`config.mk`:
```
export PLATFORM = sky130hd
export DESIGN_NAME = freq_gate_ctrl
export DESIGN_NICKNAME = d
export VERILOG_FILES = /design/src/rtl/freq_gate_ctrl.sv
export SDC_FILE = /design/constraint.sdc
export NUM_CORES = 1
export LEC_CHECK = 0
export ABC_CLOCK_PERIOD_IN_PS = 5850
export BUFFER_PORTS_ARGS = -buffer_cell sky130_fd_sc_hd__buf_2
export CAP_MARGIN = 10
export CORE_MARGIN = 5
export CORE_UTILIZATION = 52
export CTS_CLUSTER_DIAMETER = 80
export CTS_CLUSTER_SIZE = 12
export DETAILED_ROUTE_END_ITERATION = 8
export GPL_TIMING_DRIVEN = 0
export MAX_ROUTING_LAYER = met4
export PLACE_DENSITY = 0.73
export SETUP_SLACK_MARGIN = 0.2
export SYNTH_ARGS = -nofsm -noshare
export SYNTH_HDL_FRONTEND = slang
export SYNTH_SLANG_ARGS = --single-unit
export TNS_END_PERCENT = 5
```
`constraint.sdc`:
```
create_clock -name CLK -period 5.85 [get_ports CLK]
set_clock_uncertainty 0.2 [all_clocks]
set_input_delay 0.8775 -clock CLK [delete_from_list [all_inputs] [get_ports CLK]]
set_output_delay 0.8775 -clock CLK [all_outputs]
set_load 0.01 [all_outputs]
```
`src/rtl/freq_gate_ctrl.sv`:
```
// freq_gate_ctrl: measurement sequencer for an equal-precision frequency meter.
// The real gate opens and closes on synchronized Fx rising edges around a
// preset gate time. Inside it, CLK cycles (Nb) and Fx periods (Nx) are
// counted. The result pair is offered downstream over a valid/ready handshake.
//
// Handshake: res_valid is high for the whole HOLD state, and Nx_out/Nb_out/
// timeout are stable while it is high. A transfer happens on a CLK edge where
// res_valid and res_ready are both high. res_valid is low from the next cycle.
// res_ready is ignored while res_valid is low.
//
// Optional feature: define FREQ_AUTO_RESTART_EN for continuous measurement.
// After each handshake the sequencer re-arms without a start pulse. After RST
// it still needs one start pulse.
//
// o_dbg_state exposes the FSM state for checkers.
module freq_gate_ctrl #(
    parameter int GATE_TICKS    = 50_000_000,
    parameter int TIMEOUT_TICKS = 100_000_000,
    parameter int CNT_W         = 32,
    parameter int SYNC_STAGES   = 2
) (
    input  logic             CLK,
    input  logic             RST,
    input  logic             Fx,
    input  logic             start,
    input  logic             res_ready,
    output logic             res_valid,
    output logic [CNT_W-1:0] Nx_out,
    output logic [CNT_W-1:0] Nb_out,
    output logic             timeout,
    output logic             busy,
    output logic             gate_out,
    output logic [2:0]       o_dbg_state
);

    // One timer serves as the preset gate timer (GATE) and as the Fx wait timer
    // (ARM, CLOSE). It is sized for the larger of the two limits.
    localparam int TMR_MAX = ((GATE_TICKS - 1) > TIMEOUT_TICKS) ? (GATE_TICKS - 1) : TIMEOUT_TICKS;
    localparam int TMR_W   = $clog2(TMR_MAX + 1);
    localparam logic [TMR_W-1:0] GATE_LAST = TMR_W'(GATE_TICKS - 1);
    localparam logic [TMR_W-1:0] TMO_LAST  = TMR_W'(TIMEOUT_TICKS);

    typedef enum logic [2:0] {
        S_IDLE  = 3'd0,
        S_ARM   = 3'd1,
        S_GATE  = 3'd2,
        S_CLOSE = 3'd3,
        S_HOLD  = 3'd4
    } state_t;

    state_t r_state;
    state_t w_next;

    logic [SYNC_STAGES-1:0] r_sync;
    logic                   r_sync_d;
    logic                   w_rise;

    logic [TMR_W-1:0] r_timer;
    logic [CNT_W-1:0] r_nx;
    logic [CNT_W-1:0] r_nb;

    logic             r_valid;
    logic             r_busy;
    logic             r_gate;
    logic             r_timeout;
    logic [CNT_W-1:0] r_nx_out;
    logic [CNT_W-1:0] r_nb_out;

    logic w_busy_d;
    logic w_gate_d;
    logic w_valid_d;
    logic w_tmo_hit;
    logic w_gate_hit;
    logic w_hs;
    logic w_close_ok;
    logic w_close_tmo;

    // Counters stop at all-ones instead of wrapping.
    function automatic logic [CNT_W-1:0] sat_inc(input logic [CNT_W-1:0] v);
        return (&v) ? v : v + CNT_W'(1);
    endfunction

    // Fx synchronizer and edge-detect flop. These flops are left out of reset
    // because they flush themselves within SYNC_STAGES+1 cycles.
    always_ff @(posedge CLK) begin
        r_sync   <= {r_sync[SYNC_STAGES-2:0], Fx};
        r_sync_d <= r_sync[SYNC_STAGES-1];
    end

    assign w_rise     = r_sync[SYNC_STAGES-1] & ~r_sync_d;
    assign w_tmo_hit  = (r_timer == TMO_LAST);
    assign w_gate_hit = (r_timer == GATE_LAST);
    assign w_hs       = r_valid & res_ready;

    // A valid result is latched on a closing rise, or on a rise that coincides
    // with gate expiry. The zeroed timeout result is latched on a wait expiry.
    assign w_close_ok  = ((r_state == S_GATE) && w_gate_hit && w_rise) ||
                         ((r_state == S_CLOSE) && w_rise);
    assign w_close_tmo = ((r_state == S_ARM) || (r_state == S_CLOSE)) && !w_rise && w_tmo_hit;

    // State register.
    always_ff @(posedge CLK) begin
        if (RST) begin
            r_state <= S_IDLE;
        end else begin
            r_state <= w_next;
        end
    end

    // Next-state logic. An Fx rise wins over a wait-timer expiry in the same cycle.
    always_comb begin
        w_next = r_state;
        case (r_state)
            S_IDLE: begin
                if (start) w_next = S_ARM;
            end
            S_ARM: begin
                if (w_rise)         w_next = S_GATE;
                else if (w_tmo_hit) w_next = S_HOLD;
            end
            S_GATE: begin
                if (w_gate_hit) w_next = w_rise ? S_HOLD : S_CLOSE;
            end
            S_CLOSE: begin
                if (w_rise || w_tmo_hit) w_next = S_HOLD;
            end
            S_HOLD: begin
`ifdef FREQ_AUTO_RESTART_EN
                if (w_hs) w_next = S_ARM;
`else
                if (w_hs) w_next = S_IDLE;
`endif
            end
            default: w_next = S_IDLE;
        endcase
    end

    // Output decode from the next state. The decoded values are registered below,
    // so busy, gate_out and res_valid follow a transition by one cycle.
    always_comb begin
        w_busy_d  = 1'b0;
        w_gate_d  = 1'b0;
        w_valid_d = 1'b0;
        case (w_next)
            S_ARM:   w_busy_d  = 1'b1;
            S_GATE:  begin w_busy_d = 1'b1; w_gate_d = 1'b1; end
            S_CLOSE: begin w_busy_d = 1'b1; w_gate_d = 1'b1; end
            S_HOLD:  w_valid_d = 1'b1;
            default: w_busy_d  = 1'b0;
        endcase
    end

    // Timer and the Nx/Nb counters. The opening edge counts as Nb=1. The
    // closing cycle is not added to Nb, so Nb equals K*P for K whole periods.
    always_ff @(posedge CLK) begin
        if (RST) begin
            r_timer <= '0;
            r_nx    <= '0;
            r_nb    <= '0;
        end else begin
            case (r_state)
                S_IDLE: begin
                    if (start) r_timer <= '0;
                end
                S_ARM: begin
                    if (w_rise) begin
                        r_timer <= '0;
                        r_nx    <= '0;
                        r_nb    <= CNT_W'(1);
                    end else begin
                        r_timer <= r_timer + TMR_W'(1);
                    end
                end
                S_GATE: begin
                    if (w_rise) r_nx <= sat_inc(r_nx);
                    if (!(w_gate_hit && w_rise)) r_nb <= sat_inc(r_nb);
                    // On expiry the timer restarts as the CLOSE wait timer.
                    if (w_gate_hit) r_timer <= '0;
                    else            r_timer <= r_timer + TMR_W'(1);
                end
                S_CLOSE: begin
                    if (w_rise) r_nx <= sat_inc(r_nx);
                    else        r_nb <= sat_inc(r_nb);
                    r_timer <= r_timer + TMR_W'(1);
                end
                S_HOLD: begin
                    if (w_hs) r_timer <= '0;
                end
                default: r_timer <= '0;
            endcase
        end
    end

    // Registered outputs. The result is latched once per measurement and held
    // through HOLD.
    always_ff @(posedge CLK) begin
        if (RST) begin
            r_busy    <= 1'b0;
            r_gate    <= 1'b0;
            r_valid   <= 1'b0;
            r_timeout <= 1'b0;
            r_nx_out  <= '0;
            r_nb_out  <= '0;
        end else begin
            r_busy  <= w_busy_d;
            r_gate  <= w_gate_d;
            r_valid <= w_valid_d;
            if (w_close_ok) begin
                r_nx_out  <= sat_inc(r_nx);
                r_nb_out  <= r_nb;
                r_timeout <= 1'b0;
            end else if (w_close_tmo) begin
                r_nx_out  <= '0;
                r_nb_out  <= '0;
                r_timeout <= 1'b1;
            end
        end
    end

    assign res_valid   = r_valid;
    assign busy        = r_busy;
    assign gate_out    = r_gate;
    assign timeout     = r_timeout;
    assign Nx_out      = r_nx_out;
    assign Nb_out      = r_nb_out;
    assign o_dbg_state = r_state;

endmodule

```
# After elaboration in Yosys (flattened, before gate mapping)
# Index checks and enable logic that the tools add are counted.
# W data, S select, Z words.
# word_totals
output_inout_bits	71
reg_bits	165
word_cells	85
input_bits	5
# classes
addsub	3
bitwise	3
n_reduce_logical	23
n_mux	28
eq_ne	16
# ops
op	n
$mux W32	10
$pmux W27 S5	1
$mux W27	4
$pmux W32 S3	1
$add A32 B1 Y32 const B	2
$pmux W32 S2	1
$reduce_and A32 Y1	2
$add A27 B1 Y27 const B	1
$eq A27 B26 Y1 const B	1
$eq A27 B27 Y1 const B	1
$mux W3	7
$pmux W3 S5	1
$eq A3 B2 Y1 const B	4
$ne A2 B2 Y1 const B	5
$eq A3 B1 Y1 const B	2
$eq A3 B3 Y1 const B	2
$logic_and A1 B1 Y1	6
$reduce_or A2 Y1	3
$reduce_and A4 Y1	1
$reduce_bool A2 Y1	2
$logic_not A3 Y1	1
$logic_or A1 B1 Y1	3
$mux W1	3
$reduce_and A3 Y1	1
7 further kinds	8

# Longest topological paths before layout
# Gate-level depths: netlist (run 1).
# logic_depth
word_depth	8
ltp_mapped	10
depth_no_buf	8

# Worst setup path before layout (run 1)
# OpenSTA, ideal clock, no wires.
# synth_path
path_type	reg2reg
from	register r_timer[0]
to	register r_nx_out[31], in the netlist Nx_out[31]
period_less_slack_ns	2.557
slack_ns	3.293
setup_time_ns	0.117
arrival_time_ns	2.240
path_stages_with_launch	10
path_buffers	2
t_required_ns	5.533
path_cell_list	dfxtp_1 -> inv_1 -> ha_1 -> or4bb_1 -> nor4_4 -> nand4_1 -> and3_1 -> buf_6 -> buf_6 -> a22o_1
# synth_via
elab_chain_cells	5
word_cells_on_any_way	8
classes_between	eq/ne: 2; mux: 1; reduce/logical: 5
# synth_rtl
element	line	text
from (decl)	58	logic [TMR_W-1:0] r_timer;
from (signal assigned)	171	r_timer <= r_timer + TMR_W'(1);
from (signal assigned)	179	else r_timer <= r_timer + TMR_W'(1);
from (signal assigned)	184	r_timer <= r_timer + TMR_W'(1);
$eq A27 B26 Y1	92	assign w_gate_hit = (r_timer == GATE_LAST);
$logic_and A1 B1 Y1 (2 in a row)	97	assign w_close_ok = ((r_state == S_GATE) && w_gate_hit && w_rise) ||
$logic_or A1 B1 Y1	97	
$mux W32 / $reduce_bool A2 Y1 (equally long branches)	--	
to (signal assigned)	209	r_nx_out <= sat_inc(r_nx);
to (decl)	66	logic [CNT_W-1:0] r_nx_out;
# Several ways; a longest one is shown, not always the timed one.
# A chain may end at the register's enable or synchronous reset.

# Worst setup path in the final report (run 1)
# layout_path
from	register r_timer[0]
to	register r_nx_out[15], in the netlist Nx_out[15]
# Same word-level chain as after synthesis.

==> run_results.csv, run 1 <==
group,metric,value,unit
pwr,power_frac_clock,0.473,
setup_path,critPathLaunchType,"flop",
pwr,seq_power_share,0.492,
synth,synth_cells,898,
cells_and_area,final_layout_size_suffix_gt1_frac,0.140,
timing,finalMaxSlewViolations,0,
setup_path,path_cells,"inv_1, ha_1, or4bb_1, nor4_4, nand4_1, and3_1, buf_6, buf_6, a22o_1",
setup_path,slowest_stage,"or4bb_1",
floorplanning,rows,44,
place,io_buffers,74,
synth,synth_edf_count,0,
cells_and_area,regArea,3300,sq um
setup_path,cp_top_family,"simple AND/OR/NAND/NOR gates",
run_status,status,"finished, final reports clean",
clocking,clk_pin_slew,0.06,ns
place,place_area,8280,sq um
setup_path,reg2reg_from,"r_timer[0]",
pwr,p_sw,527,uW
synth,ys_warn_count,0,
synth,synth.distinct_cells,72,
setup_path,crit_type,"flop to flop",
place,hpwlAfterDp,13.8,mm
flow_run,drv_cap,0,
worst_hold_path,hold_end,"r_sync[1]",
global_route,track_usage,0.230,
cells_and_area,syn_to_final_growth,15.2,%
setup_path,r2r_end,"Nx_out[15]",
floorplanning,die_area,17300,sq um
global_route,grt_pass1_wl,32.5,mm
drt,totalWireLength,19.4,mm
clocking,cts_sinks,165,
pwr,finalPower,2.31,mW
cells_and_area,diodes,0,
drt,via_per_inst,5.92,
timing,hold_ws,0.128,ns
drt,num_vias,7036,
timing,setup_viol,0,
cells_and_area,final_nets,1000,
timing,rsz0062_at_grt,"false",
synth,yosys.area.top_type_share,0.430,
setup_path,cp_max_fo,10,
timing,hold_viol,0,
synth,yosys_most_used_dff,"dfxtp_1",
synth,synth_top_cell_by_area,"dfxtp_1",
setup_path,reg2reg_setup_slack,2.89,ns
setup_path,cp.required,5.97,ns
pwr,power.density,260,nW/um^2
cells_and_area,fin_area,8850,sq um
synth,synth_nets,907,
synth,synth.avg_cell_area,8.55,sq um
timing,setup_ws,2.89,ns
worst_hold_path,hold_path_depth,0,
place,gp_congestion,0.929,
timing,maxSlewHeadroom,0.222,
clocking,ctsHtreeMaxLevel,4,
clocking,cts_resized,0,
floorplanning,io_pins,76,
global_route,grt_max_degree,17,
drt,postRouteAntennaNets,0,
timing,fin_crit_sh,0.507,
global_route,grt_pass1_vias,6391,
place,pre_cts_ws,2.77,ns
clocking,ctsLongestPathBuffers,2,
floorplanning,coreArea,14500,sq um
cells_and_area,multi_input_area,4040,sq um
clocking,cts_tree,"done",
floorplanning,start_util,0.528,
synth,synthesis.area,7680,sq um
drt,drt-initial-drc-count,471,
drt,post_drt_wl_per_cell,16.3,um
setup_path,cp.arrival,3.09,ns
clocking,numCtsBuffers,17,
floorplanning,die_height,132,um
global_route,antenna_found_initial,0,
worst_hold_path,hp-class,"flop to flop",
synth,ys_ff_latch,165,
drt,drc,0,
pwr,swShare,0.229,
setup_path,crit_top_cell,"buf_6",
pwr,power.leakage,3.14,nW
setup_path,cp_num_buf_inv,3,
worst_hold_path,hp-start,"r_sync[0]",
synth,seq_area_frac_synth,0.430,
timing,period_minus_slack,2.96,ns
timing,fmaxAchievable,337,MHz
floorplanning,die_w,132,um
clocking,clock_latency,0.43,ns
cells_and_area,fillers,1316,
clocking,cts.root.buffer_cell,"clkbuf_16",
setup_path,end_kind,"flop",
setup_path,cpPeakStageDelay,0.54,ns
clocking,cts_hold_buf,0,
clocking,post-cts-setup-buffer-count,0,
pwr,pwr-share-comb,0.035,
timing,tightestPinTransition,1.15,ns
synth,yosys-top-cells-area,"dfxtp_1 43%, a21oi_1 4.7%, nand3_1 4.6%, nand2_1 4.4%, xnor2_1 3.9%",
timing,tns,0,ns
drt,drtPass1Iterations,7,
setup_path,ff2ff_path_depth,9,
pwr,power.internal,1.78,mW
global_route,grt_overflow,0,
synth,synth-async-reset-ratio,0,
pwr,peakVddDrop,238,uV
-- cells in the mapped netlist (all sizes together) (3+ instances only) --
library cell,n
nor4,11
a21oi,72
nand4,24
or3,19
o2bb2ai,4
ha,4
nor3,10
a41oi,3
or2,3
nand2b,4
a21o,4
a2111oi,3
nor2b,6
nor4b,5
nand3,70
clkbuf,41
a311oi,8
and4,10
buf,20
o21ai,36
a211oi,6
o21a,4
a31oi,17
dfxtp,165
nor2,78
inv,14
a22o,24
xnor2,34
and2,4
o31ai,13
xor2,29
or4,13
nand2,91
o211ai,7
and3,19
-- power by group through the flow --
stage          combinational, mW  sequential [mW]  clock [mW]
6_report                  0.0802             1.13        1.09
5_1_grt                   0.0883             1.13        1.16
4_1_cts                   0.0797             1.13        1.11
3_5_place_dp              0.0792             1.16           0
3_3_place_gp              0.0789             1.16           0
2_1_floorplan             0.0533             1.16           0
-- cell families (layout without fill, tap and decap cells) --
family	Yosys count	after routing	synth area share
AOI/OAI and AO/OA	215	215	0.188
DFF	165	165	0.430
adders and majority gates	4	4	0.00652
and+or+nand+nor	375	375	0.258
muxes	1	1	0.00130
buffers and inverters	75	181	0.0441
xor gates and xnor gates	63	63	0.0718
-- cells in the final DEF, fill, tap and decap left out, types with 9 or more instances in the layout --
cell type,instances
clkbuf_1,43
xnor2_1,34
a22o_1,24
o21ai_0,33
and4_1,9
and3_1,19
buf_2,86
o31ai_1,13
nor3_1,10
inv_1,14
xor2_1,29
nand2_1,91
clkbuf_16,17
nand3_1,70
nand4_1,23
nor2_1,77
a31oi_1,16
or3_1,19
dfxtp_1,165
a21oi_1,72
or4_1,11
-- worst max path at each step --
stage	startpoint	endpoint	slack, ns	depth (start not counted)
2_1_floorplan	r_timer[0]	Nx_out[31]	3.29	9
3_3_place_gp	start	r_timer[26]	2.78	7
3_5_place_dp	start	r_timer[26]	2.77	7
4_1_cts	r_timer[0]	Nx_out[15]	2.90	9
5_1_grt	r_timer[0]	Nx_out[28]	2.71	9
6_report	r_timer[0]	Nx_out[15]	2.89	9
-- stage by stage --
stage | util | instances
CTS | 0.609 | 1188
floorplan | - | 898
global placement | 0.570 | 1156
finish | 0.609 | 1188
global route | 0.609 | 1188
detailed placement | 0.570 | 1156
-- layer usage --
metal / track usage / wire [um] / part of all wire
met1: 0.303 / 9110 / 0.47
met2: 0.358 / 8980 / 0.46
met3: 0.0420 / 933 / 0.048
met4: 0.0760 / 400 / 0.021
met5: - / 0 / 0
-- flip-flops by register name, summed over array words and instances (netlist names) --
signal / count
busy: 1
r_nb: 32
res_valid: 1
Nb_out: 32
r_sync: 2
timeout: 1
r_nx: 32
o_dbg_state: 3
gate_out: 1
Nx_out: 32
r_timer: 27
r_sync_d: 1
-- cell type report --
| type | instances | area share |
|---|---|---|
| Timing Repair Buffer | 74 | 0.0418 |
| Clock inverter | 12 | 0.0150 |
| Sequential cell | 165 | 0.373 |
| Tap cell | 184 | 0.0260 |
| Buffer | 61 | 0.0324 |
| Inverter | 14 | 0.00594 |
| Clock buffer | 20 | 0.0493 |
| Multi-Input combinational cell | 658 | 0.456 |
-- worst register-to-register path, stage by stage, from the launching register on --
cell	delay [ns]
dfxtp_1	0.33
inv_1	0.09
ha_1	0.14
or4bb_1	0.54
nor4_4	0.33
nand4_1	0.36
and3_1	0.35
buf_6	0.15
buf_6	0.15
a22o_1	0.22
Power figures use the tool's default switching activity.
==> inputs of run 2 (changes only) <==
--- a/config.mk
+++ b/config.mk
@@ -5,7 +5,8 @@
 export SDC_FILE = /design/constraint.sdc
 export NUM_CORES = 1
 export LEC_CHECK = 0
-export ABC_CLOCK_PERIOD_IN_PS = 5850
+export ABC_AREA = 1
+export ABC_CLOCK_PERIOD_IN_PS = 2900
 export BUFFER_PORTS_ARGS = -buffer_cell sky130_fd_sc_hd__buf_2
 export CAP_MARGIN = 10
 export CORE_MARGIN = 5
@@ -15,7 +16,7 @@
 export DETAILED_ROUTE_END_ITERATION = 8
 export GPL_TIMING_DRIVEN = 0
 export MAX_ROUTING_LAYER = met4
-export PLACE_DENSITY = 0.73
+export PLACE_DENSITY = 0.72
 export SETUP_SLACK_MARGIN = 0.2
 export SYNTH_ARGS = -nofsm -noshare
 export SYNTH_HDL_FRONTEND = slang
==> constraint.sdc (replaced) <==
create_clock -name CLK -period 2.9 [get_ports CLK]
set_clock_uncertainty 0.2 [all_clocks]
set_input_delay 0.435 -clock CLK [delete_from_list [all_inputs] [get_ports CLK]]
set_output_delay 0.435 -clock CLK [all_outputs]
set_load 0.01 [all_outputs]
==> run_results.csv, run 2 <==
group,metric,value,unit
cells_and_area,layout_common_cells,"511 x nand2_1, 207 x nor2_1, 165 x dfxtp_1",
setup_path,slowest_stage,"dfxtp_1",
timing,fin_crit_sh,0.889,
timing,tightestPinTransition,0.800,ns
global_route,antenna_found_initial,0,
synth,synthesis.area,9200,sq um
pwr,power.density,470,nW/um^2
synth,ys_top_cells_by_count,"511 x nand2_1, 207 x nor2_1, 165 x dfxtp_1",
synth,seq_area_frac_synth,0.359,
place,io_buffers,74,
cells_and_area,final_layout_size_suffix_gt1_frac,0.119,
flow_run,drv_cap,0,
cells_and_area,final_common_cell,"nand2_1",
setup_path,path_depth,12,
timing,hold_viol,0,
synth,synth.distinct_cells,36,
setup_path,cp.required,3.07,ns
drt,post_drt_wl_per_cell,14.9,um
pwr,finalPower,4.93,mW
synth,yosys_most_used_dff,"dfxtp_1",
setup_path,critPathLaunchType,"flop",
floorplanning,die_height,143,um
timing,setup_viol,0,
cells_and_area,multi_input_area,5090,sq um
synth,synth_edf_count,0,
synth,synth_nets,1491,
setup_path,path_cells,"ha_4, nand2_1, nor2_2, nand2_2, nor2_4, nand3_2, nand2_2, inv_2, nand2_4, buf_6, nand2_1, a21oi_1",
synth,yosysMostFrequentCell,"nand2_1",
drt,drt-initial-drc-count,754,
cells_and_area,diodes,0,
synth,synth_cells,1482,
setup_path,cp.arrival,2.75,ns
global_route,track_usage,0.280,
setup_path,cpPeakStageDelay,0.53,ns
place,hpwlAfterDp,20.6,mm
drt,postRouteAntennaNets,0,
setup_path,cp_max_fo,10,
global_route,grt_overflow,0,
drt,drc,0,
synth,yosys-top-cells-area,"dfxtp_1 36%, nand2_1 21%, nor2_1 8.4%, nand3_1 8.2%, a21oi_1 6.9%",
cells_and_area,regArea,3300,sq um
run_status,status,"finished, final reports clean",
worst_hold_path,hp-class,"flop to flop",
place,gp_congestion,0.958,
clocking,cts_tree,"done",
setup_path,ff2ff_path_depth,12,
clocking,ctsLongestPathBuffers,2,
timing,tns,0,ns
floorplanning,io_pins,76,
synth,synth-async-reset-ratio,0,
setup_path,cp_top_family,"simple AND/OR/NAND/NOR gates",
timing,finalMaxSlewViolations,0,
clocking,ctsHtreeMaxLevel,4,
clocking,cts.root.buffer_cell,"clkbuf_16",
clocking,numCtsBuffers,17,
floorplanning,rows,48,
drt,drtPass1Iterations,5,
floorplanning,die_area,20500,sq um
global_route,grt_pass1_wl,44.5,mm
clocking,clk_pin_slew,0.07,ns
timing,period_minus_slack,2.58,ns
setup_path,crit_end,"r_nb[22]",
setup_path,reg2reg_from,"r_nb[1]",
place,pre_cts_ws,0.266,ns
clocking,cts_sinks,165,
drt,via_per_inst,5.26,
setup_path,crit_type,"flop to flop",
clocking,post-cts-setup-buffer-count,0,
timing,maxSlewHeadroom,0.466,
floorplanning,coreArea,17400,sq um
floorplanning,start_util,0.530,
setup_path,r2r_end,"r_nb[22]",
setup_path,cp-startpoint,"r_nb[1]",
pwr,peakVddDrop,468,uV
setup_path,reg2reg_setup_slack,0.32,ns
synth,yosys.area.top_type_share,0.359,
timing,fmaxAchievable,388,MHz
cells_and_area,syn_to_final_growth,14.0,%
setup_path,cp_num_buf_inv,2,
global_route,grt_max_degree,18,
drt,num_vias,9544,
floorplanning,die_w,143,um
timing,rsz0062_at_grt,"false",
cells_and_area,final_nets,1585,
drt,totalWireLength,27.0,mm
synth,synth.avg_cell_area,6.21,sq um
pwr,power.leakage,3.98,nW
global_route,grt_pass1_vias,8713,
clocking,clock_latency,0.45,ns
timing,setup_ws,0.323,ns
cells_and_area,fillers,1722,
cells_and_area,fin_util,0.604,
synth,ys_ff_latch,165,
synth,ys_warn_count,0,
synth,synth_top_cell_by_area,"dfxtp_1",
setup_path,end_kind,"flop",
[run 2: cell count changes after synthesis, sizes merged, moves of 13 or more]
| cell | previous run | this run |
|---|---|---|
| xnor2 | 34 | 13 |
| a21oi | 72 | 137 |
| nand3 | 70 | 153 |
| nand2 | 91 | 532 |
| o31ai | 13 | 0 |
| xor2 | 29 | 13 |
| o21ai | 36 | 14 |
| or3 | 19 | 0 |
| or4 | 13 | 0 |
| nor2 | 78 | 218 |
| inv | 14 | 123 |
| a22o | 24 | 0 |
| a31oi | 17 | 0 |
| and3 | 19 | 0 |
[run 2: repair_timing]
item | in CTS | in global routing
endpoints found under the setup margin | 0 | 30
gates resized for setup | 0 | 2
hold buffers | 1 | 0
hold endpoints to repair | 1 | 0
[run 2: cell families (layout without fill, tap and decap cells)]
group	Yosys count	in the layout	share of synthesized area
adder cells (fa/ha/maj)	4	4	0.00544
AO/OA/AOI/OAI	159	159	0.0938
buffers and inverters	187	294	0.0885
XOR/XNOR	26	26	0.0248
AND/OR/NAND/NOR	941	941	0.428
flip-flops	165	165	0.359
[run 2: worst min path at each step]
stage	from	cells after the start	endpoint
floorplan	r_sync[0]	0	r_sync[1]
global placement	r_sync[0]	0	r_sync[1]
detailed placement	r_sync[0]	0	r_sync[1]
CTS	r_sync[0]	0	r_sync[1]
global route	r_sync[0]	0	r_sync[1]
finish	r_sync[0]	0	r_sync[1]
[run 2: power by group]
part / internal [mW] / switching [mW]
combinational: 0.0599 / 0.186
sequential: 2.28 / 0.0139
clock: 1.32 / 1.08
total: 3.65 / 1.28
[run 2: layer usage]
layer / vias up / wire length, um / track usage
met5: - / 0 / -
met4: 0 / 378 / 0.0710
met3: 38 / 1680 / 0.0425
met2: 292 / 12300 / 0.438
met1: 4336 / 12600 / 0.382
li1: 4878 / - / -
[run 2: area by class of cell]
class	instances	area share
Buffer	63	0.0332
Clock buffer	18	0.0409
Clock inverter	14	0.0172
Inverter	124	0.0445
Multi-Input combinational cell	1130	0.486
Sequential cell	165	0.315
Tap cell	225	0.0269
Timing Repair Buffer	75	0.0363
[run 2: stage by stage]
stage | instances | cell area [sq um] | hold slack, ns
final | 1814 | 10500 | 0.142
after CTS | 1814 | 10500 | 0.145
after floorplan | 1482 | 9200 | 0.110
after global routing | 1814 | 10500 | 0.154
after detailed placement | 1781 | 9850 | 0.128
after global placement | 1781 | 9850 | 0.122
==> inputs of run 3 (changes only) <==
--- a/config.mk
+++ b/config.mk
@@ -14,7 +14,6 @@
 export CTS_CLUSTER_DIAMETER = 80
 export CTS_CLUSTER_SIZE = 12
 export DETAILED_ROUTE_END_ITERATION = 8
-export GPL_TIMING_DRIVEN = 0
 export MAX_ROUTING_LAYER = met4
 export PLACE_DENSITY = 0.72
 export SETUP_SLACK_MARGIN = 0.2
==> run_results.csv, run 3 (synthesis gave the netlist of run 2 again) <==
group,metric,value,unit
run_status,status,"finished, final reports clean",
timing,period_minus_slack,2.39,ns
timing,hold_ws,0.131,ns
floorplanning,die_w,143,um
drt,postRouteAntennaNets,0,
timing,rsz0062_at_grt,"false",
pwr,power.density,460,nW/um^2
drt,drt-initial-drc-count,897,
setup_path,cp_max_fo,33,
global_route,antenna_found_initial,0,
clocking,clock_latency,0.44,ns
cells_and_area,final_nets,1543,
cells_and_area,layout_common_cells,"511 x nand2_1, 207 x nor2_1, 165 x dfxtp_1",
setup_path,cp.required,3.05,ns
pwr,peakVddDrop,418,uV
cells_and_area,fin_area,10300,sq um
drt,drtPass1Iterations,6,
timing,tns,0,ns
pwr,power.leakage,3.90,nW
clocking,cts_tree,"done",
floorplanning,rows,48,
timing,maxSlewHeadroom,0.507,
timing,fmaxAchievable,419,MHz
drt,totalWireLength,24.9,mm
flow_run,drv_cap,0,
place,place_area,9690,sq um
floorplanning,start_util,0.530,
drt,drc,0,
clocking,ctsHtreeMaxLevel,4,
timing,fin_crit_sh,0.823,
global_route,grt_pass1_vias,8542,
timing,setup_viol,0,
drt,post_drt_wl_per_cell,14.0,um
timing,hold_viol,0,
worst_hold_path,hp-class,"flop to flop",
drt,num_vias,9358,
setup_path,end_kind,"flop",
cells_and_area,fin_util,0.592,
global_route,grt_max_degree,133,
floorplanning,die_area,20500,sq um
clocking,cts_sinks,165,
clocking,numCtsBuffers,17,
global_route,track_usage,0.255,
cells_and_area,syn_to_final_growth,11.7,%
place,gp_congestion,0.962,
drt,via_per_inst,5.28,
timing,finalMaxSlewViolations,0,
floorplanning,coreArea,17400,sq um
place,hpwlAfterDp,17.4,mm
clocking,cts.root.buffer_cell,"clkbuf_16",
clocking,post-cts-setup-buffer-count,0,
clocking,clk_pin_slew,0.07,ns
cells_and_area,final_common_cell,"nand2_1",
setup_path,cp.arrival,2.54,ns
global_route,grt_overflow,0,
timing,tightestPinTransition,0.739,ns
place,io_buffers,75,
global_route,grt_pass1_wl,41.5,mm
floorplanning,die_height,143,um
setup_path,critPathLaunchType,"flop",
setup_path,crit_type,"flop to flop",
clocking,ctsLongestPathBuffers,2,
floorplanning,io_pins,76,
cells_and_area,diodes,0,
cells_and_area,final_layout_size_suffix_gt1_frac,0.118,
## run 3: cell count changes in the layout (fill, tap and decap cells not counted), sizes merged
cell | previous run | this run
bufinv | 2 | 1
clkinv | 3 | 5
clkinvlp | 0 | 2
clkbuf | 49 | 18
inv | 133 | 130
buf | 106 | 95
## run 3: critical path: stages, from the launching register on
cell and delay (ns):
dfxtp_1 0.41, ha_1 0.28, nand2_1 0.11, nor2_2 0.18, nand2_2 0.12, nor2_4 0.14, nand3_2 0.07, nand2_2 0.11
inv_2 0.16, nand2_8 0.25, nand2_1 0.08, a21oi_1 0.16
## run 3: final cells by class
type | instances | area [sq um]
Fill cell | 1660 | 7080
Multi-Input combinational cell | 1130 | 5100
Sequential cell | 165 | 3300
Timing Repair Buffer | 96 | 563
Inverter | 124 | 467
Clock buffer | 18 | 429
Tap cell | 225 | 282
Clock inverter | 14 | 139
## run 3: per-stage QoR
stage / setup slack, ns / power [mW] / cells
final: 0.513 / 4.73 / 1772
after global routing: 0.294 / 4.88 / 1772
after CTS: 0.439 / 4.76 / 1772
after detailed placement: 0.464 / 2.56 / 1739
after global placement: 0.513 / 2.56 / 1739
after floorplan: 0.879 / 2.50 / 1482
## run 3: what timing repair did
item	CTS	global route
hold buffers	1	0
gates resized for setup	0	1
hold endpoints to repair	1	0
setup endpoints to repair	0	1
## run 3: path summary, 6_finish.rpt
path	startpoint	end	slack, ns	depth (start not counted)
min reg2reg	r_sync[0]	r_sync[1]	0.13	0
min	r_sync[0]	r_sync[1]	0.13	0
max reg2reg	r_nb[1]	r_nb[28]	0.51	11
max	r_nb[1]	r_nb[28]	0.51	11
## run 3: routing by layer
layer	GRT usage	up-vias	routed length [um]
met1	0.329	4228	11400
met3	0.0445	53	1360
met2	0.411	281	11600
met4	0.0775	0	538
met5	-	-	0
li1	-	4796	-
## run 3: power by group
part	total, mW	internal, mW	leakage [nW]	switching [mW]
sequential	2.29	2.28	1.33	0.0105
combinational	0.226	0.0501	2.29	0.175
clock	2.22	1.21	0.276	1.01
total	4.73	3.53	3.90	1.20
